## src/rtl/input_conditioner.sv

```systemverilog
// rtl/input_conditioner.sv - multi-channel synchronise/debounce input register with rise/fall event pulses
module input_conditioner #(
    parameter int              WIDTH       = 4,
    parameter int              SYNC_STAGES = 2,
    parameter int              DEBOUNCE    = 8,
    parameter logic [WIDTH-1:0] RESET_VALUE = {WIDTH{1'b0}}
) (
    input  logic             clock,
    input  logic             reset,
    input  logic [WIDTH-1:0] d,
    input  logic             enable,
    input  logic             load,
    input  logic [WIDTH-1:0] load_value,
    output logic [WIDTH-1:0] q,
    output logic [WIDTH-1:0] rise,
    output logic [WIDTH-1:0] fall,
    output logic             changed
);

    localparam int CW = $clog2(DEBOUNCE + 1);
    localparam logic [CW-1:0] CNT_LAST = CW'(DEBOUNCE - 1);

    logic [WIDTH-1:0] sync [SYNC_STAGES];
    logic [CW-1:0]    cnt      [WIDTH];
    logic [CW-1:0]    cnt_next [WIDTH];
    logic [WIDTH-1:0] samp;
    logic [WIDTH-1:0] q_next;
    logic [WIDTH-1:0] rise_next;
    logic [WIDTH-1:0] fall_next;

    assign samp = sync[SYNC_STAGES-1];

    // Synchroniser stages reset to RESET_VALUE so that samp matches q on release.
    always_ff @(posedge clock or posedge reset) begin
        if (reset) begin
            for (int i = 0; i < SYNC_STAGES; i++) begin
                sync[i] <= RESET_VALUE;
            end
        end else begin
            sync[0] <= d;
            for (int i = 1; i < SYNC_STAGES; i++) begin
                sync[i] <= sync[i-1];
            end
        end
    end

    always_comb begin
        q_next    = q;
        rise_next = '0;
        fall_next = '0;
        for (int c = 0; c < WIDTH; c++) begin
            cnt_next[c] = cnt[c];
            if (load) begin
                q_next[c]   = load_value[c];
                cnt_next[c] = '0;
            end else if (enable) begin
                if (samp[c] == q[c]) begin
                    cnt_next[c] = '0;
                end else if (cnt[c] == CNT_LAST) begin
                    q_next[c]    = samp[c];
                    cnt_next[c]  = '0;
                    rise_next[c] = samp[c];
                    fall_next[c] = ~samp[c];
                end else begin
                    cnt_next[c] = cnt[c] + CW'(1);
                end
            end
        end
    end

    always_ff @(posedge clock or posedge reset) begin
        if (reset) begin
            q       <= RESET_VALUE;
            rise    <= '0;
            fall    <= '0;
            changed <= 1'b0;
            for (int c = 0; c < WIDTH; c++) begin
                cnt[c] <= '0;
            end
        end else begin
            q       <= q_next;
            rise    <= rise_next;
            fall    <= fall_next;
            changed <= |(rise_next | fall_next);
            for (int c = 0; c < WIDTH; c++) begin
                cnt[c] <= cnt_next[c];
            end
        end
    end

endmodule

```

## config.mk

```make
export PLATFORM = sky130hd
export DESIGN_NAME = input_conditioner
export DESIGN_NICKNAME = d
export VERILOG_FILES = /design/src/rtl/input_conditioner.sv
export SDC_FILE = /design/constraint.sdc
export NUM_CORES = 1
export LEC_CHECK = 0
export BUFFER_PORTS_ARGS = -buffer_cell sky130_fd_sc_hd__buf_2
export CORE_UTILIZATION = 55
export CTS_CLUSTER_DIAMETER = 80
export DETAILED_ROUTE_END_ITERATION = 8
export PLACE_DENSITY = 0.82
export SETUP_SLACK_MARGIN = 0.05
export SLEW_MARGIN = 20
export SYNTH_ARGS = -nofsm -noshare
export SYNTH_HDL_FRONTEND = slang
export SYNTH_SLANG_ARGS = --single-unit
```

## constraint.sdc

```tcl
create_clock -name clock -period 2.65 [get_ports clock]
set_clock_uncertainty 0.2 [all_clocks]
set_input_delay 0.53 -clock clock [delete_from_list [all_inputs] [get_ports clock]]
set_output_delay 0.53 -clock clock [all_outputs]
set_load 0.005 [all_outputs]
```

After elaboration in Yosys (flattened, before gate mapping)
Cells that the tools add are included.
{"block": "totals", "input_bits": 12, "latchBits": 0, "ram_bits": 0, "mem_bits_ro": 0, "ff_bits": 37, "memories": 0, "wordCells": 108}
{"block": "classes", "div": 0, "eq_ne": 12, "mux": 64, "shifts": 0, "order_cmp": 0, "reduce_logical": 10, "addsub": 4, "bitwise_logic": 5, "mul": 0}
{"cell": "4-bit two-way mux", "n": 16}
{"cell": "1-bit two-way mux", "n": 48}
{"cell": "4-bit by 1-bit adder with 4-bit output (second input constant)", "n": 4}
{"cell": "4-bit by 3-bit == test with 1-bit output (second input constant)", "n": 4}
{"cell": "3-bit AND reduction", "n": 4}
{"cell": "2-bit nonzero test", "n": 5}
{"cell": "2-bit inequality test (second input constant)", "n": 4}
{"cell": "1-bit == test", "n": 4}
{"cell": "1-bit inverter", "n": 4}
{"cell": "4-bit OR", "n": 1}
{"cell": "4-bit OR reduction", "n": 1}

Longest topological paths before layout
{"block": "logic_depth", "word_depth": 7, "ltp_mapped": 4, "ltp_nobuf": 4}

Least setup slack after synthesis
OpenSTA, ideal clock, no wires.
{"block": "synth_timing", "path_kind": "register to register", "from": "register cnt[4] (netlist name)", "to": "register cnt[4] (netlist name)", "stages_incl_launch_ff": 5, "setup_time_ps": 73, "arrival_ps": 1408, "path_slack_ps": 969, "required_ps": 2377, "synth_period_minus_slack_ps": 1681, "cell_sequence": "dfrtp_1 ha_1 and3b_1 or4b_4 a21oi_2"}
{"block": "synth_via", "elab_chain_len": 5}
{"item": "start: declaration", "line": "24", "source": "logic [CW-1:0] cnt [WIDTH];"}
{"item": "start signal: indexed assignment", "line": "86", "source": "cnt[c] <= cnt_next[c];"}
{"item": "4-bit by 1-bit adder with 4-bit output / 4-bit by 3-bit == test with 1-bit output (equally long branches)", "line": "65, 59"}
{"item": "4-bit two-way mux *", "line": "59", "source": "end else if (cnt[c] == CNT_LAST) begin"}
{"item": "4-bit two-way mux *", "line": "57", "source": "if (samp[c] == q[c]) begin"}
{"item": "4-bit two-way mux *", "line": "56", "source": "end else if (enable) begin"}
{"item": "4-bit two-way mux *", "line": "53", "source": "if (load) begin"}
Every way passes the cells marked *; elsewhere a longest branch is shown, timed or not. The select of a mux whose other input is x is not followed.
A chain may end at the register's enable or synchronous reset.

Worst setup path after layout
{"block": "layout_timing", "from": "register cnt[12] (netlist name)", "to": "register cnt[12] (netlist name)"}
Same word-level chain as after synthesis.

==> flow_metrics.tcl <==
set metrics [dict create \
    status "finished clean" \
    wl_mm 3.20 \
    grt_pass1_vias 1307 \
    cts_inserted_buffers 5 \
    start_util_pct 57.8 \
    via_per_inst 5.58 \
    critPathCaptureType "register" \
    rsz0062_at_grt "no" \
    drc_errors 0 \
    ant_nets 0 \
    antenna_found_initial 0 \
    path_class "register to register" \
    tns_ns 0 \
    cts_htree_levels 2 \
    grt-ovfl-total 0 \
    clk_pin_slew_ns 0.10 \
    leakagePower_nw 0.935 \
    port_buffers 24 \
    synth_area_per_cell_um2 11.2 \
    syn-cell-area_mm2 0.00175 \
    layout-drive-gt1-share_pct 20.3 \
    dieArea_mm2 0.00341 \
    vias 1260 \
    place_area_mm2 0.00191 \
    synthToLayoutAreaGrowth_pct 12.2 \
    gp_congestion 0.716 \
    yosys_register_bits 37 \
    fin_cells 226 \
    async_flop_share_pct 100 \
    drtIter0Drc 38 \
    crit_required_ns 2.73 \
    grt_max_degree 38 \
    r2r-end "cnt[12]$_DFFE_PP0P_" \
    synth_top_flop_cell "dfrtp_1" \
    r2r_cells 4 \
    synth_cells 156 \
    clockRootBuffer "clkbuf_4" \
    fmax_ghz 0.552 \
    synth_cell_types 32 \
    clock_path_buffers 2 \
    gr-usage-all-layers_pct 22.3 \
    cp.arrival_ns 1.89 \
    crit_path_start_kind "register" \
    hold_buffers 0 \
    hold_class "input pin to async pin" \
    insertion_delay_ns 0.34 \
    first_pass_iters 4 \
    setup_violations 0 \
    cts_resized 0 \
    p_per_area_mw_per_mm2 516 \
    finalCritPeriodShare_pct 68.3 \
    syn_nets 172 \
    post-cts-setup-buffer-count 0 \
    layout_min_cycle_time_ns 1.81 \
    reg2reg_slack_ns 0.84 \
    dp.cells 219 \
    hold_viol 0 \
    hpwl_mm 2.21 \
    wl_per_cell_um 14.1 \
    synth-edff-count 0 \
    slew_viol_final 0 \
    die_h_um 58.4 \
    layout.nets 198 \
    tritoncts "built" \
    cts_sinks 37 \
    fin_ws_ns 0.840 \
    maxCapViolations 0 \
    reg2reg_from "cnt[12]$_DFFE_PP0P_" \
    peakVddDrop_mv 0.353 \
    tightest_slew_ns 0.583 \
    place_ws_ns 0.804 \
    path_max_fanout 5 \
    ys_seq_area_share_pct 52.9 \
    core_area_mm2 0.00303 \
    grt_pass1_wl_mm 5.60 \
    final_util_pct 64.8 \
    final_area_mm2 0.00196 \
    die_width_um 58.4 \
    n_antenna_cell 0 \
    fill_cells 251 \
    maxSlewHeadroom_pct 61.1 \
    rows 20 \
    ioPinCount 25 \
    yosys_warnings 0 \
]
[cell usage after synthesis, types with 4 or more instances]
master	n	share of area [%]
xor2_1	4	2.0
dfrtp_1	37	53
nand4b_1	4	2.0
o21ai_0	6	1.7
nand2b_1	10	3.6
and3b_1	5	2.5
nor2b_1	7	2.5
a21oi_1	6	1.7
ha_1	4	2.9
mux2i_1	4	2.3
nor3b_1	8	3.4
nand3_1	5	1.4
o21ai_1	5	1.4
clkbuf_1	5	1.1
nand2_1	9	1.9
a32o_1	6	3.4
[per-stage QoR]
step | hold slack [ns] | power [mW]
after floorplan | 0.131 | 0.691
after global placement | 0.133 | 0.719
after detailed placement | 0.136 | 0.726
after CTS | 0.0709 | 1.02
after global routing | 0.0577 | 1.06
final | 0.0716 | 1.01
[cell type report]
class                           count  area (um2)  area share [%]
Sequential cell                    37         926            47.2
Tap cell                           44        55.1            2.80
Timing Repair Buffer               25         128            6.50
Clock buffer                        7        55.1            2.80
Inverter                            1        3.75           0.191
Multi-Input combinational cell    112         796            40.5
[flip-flops by register name, indices dropped and copies added (netlist names)]
name     flops
cnt         16
q            4
changed      1
sync         4
rise         4
samp         4
fall         4
[routing by layer]
layer,wire (um),global-route usage [%]
met5,0,0
met4,72,12.9
met3,161,8.13
met2,1590,36.8
met1,1370,25.1
[where the power goes]
part | total [mW] | internal (mW) | leakage (nW) | switching [mW]
registers | 0.604 | 0.583 | 0.489 | 0.0212
clock network | 0.299 | 0.125 | 0.0314 | 0.174
logic | 0.110 | 0.0482 | 0.415 | 0.0616
[cells by family after synthesis]
logic type                 count (synthesis)  share of synthesized area, %
and+or+nand+nor                           66                          24.8
buffers and inverters                      7                          1.57
AOI/OAI and AO/OA                         31                          12.0
adders and majority gates                  4                          2.86
muxes                                      4                          2.29
xor gates and xnor gates                   7                          3.51
DFF                                       37                          52.9
[worst max-delay path, cell delays in order (launching register included)]
cell     delay [ns]
dfrtp_1        0.43
ha_1           0.26
and3b_1        0.22
or4b_4         0.49
a21oi_2        0.14
[layout by cell type (no fill, tap or decap), drive strengths merged, types with 4 or more instances in the layout]
master	synthesis	layout
nor2b	7	7
and3b	5	5
nor3b	8	8
o21ai	11	11
nand2b	10	10
nand4b	4	4
ha	4	4
nand2	9	9
dfrtp	37	37
xor2	4	4
a32o	6	6
buf	1	25
mux2i	4	4
nand3	5	5
clkbuf	5	7
a21oi	9	9
[worst max path at each step]
stage | cells past startpoint | start | to
3_3_place_gp | 3 | enable | cnt[4]$_DFFE_PP0P_
5_1_grt | 4 | cnt[12]$_DFFE_PP0P_ | cnt[12]$_DFFE_PP0P_
2_1_floorplan | 4 | cnt[4]$_DFFE_PP0P_ | cnt[4]$_DFFE_PP0P_
3_5_place_dp | 3 | enable | cnt[12]$_DFFE_PP0P_
4_1_cts | 4 | cnt[12]$_DFFE_PP0P_ | cnt[12]$_DFFE_PP0P_
6_report | 4 | cnt[12]$_DFFE_PP0P_ | cnt[12]$_DFFE_PP0P_
Note: power is estimated with default switching activity, not from simulation.
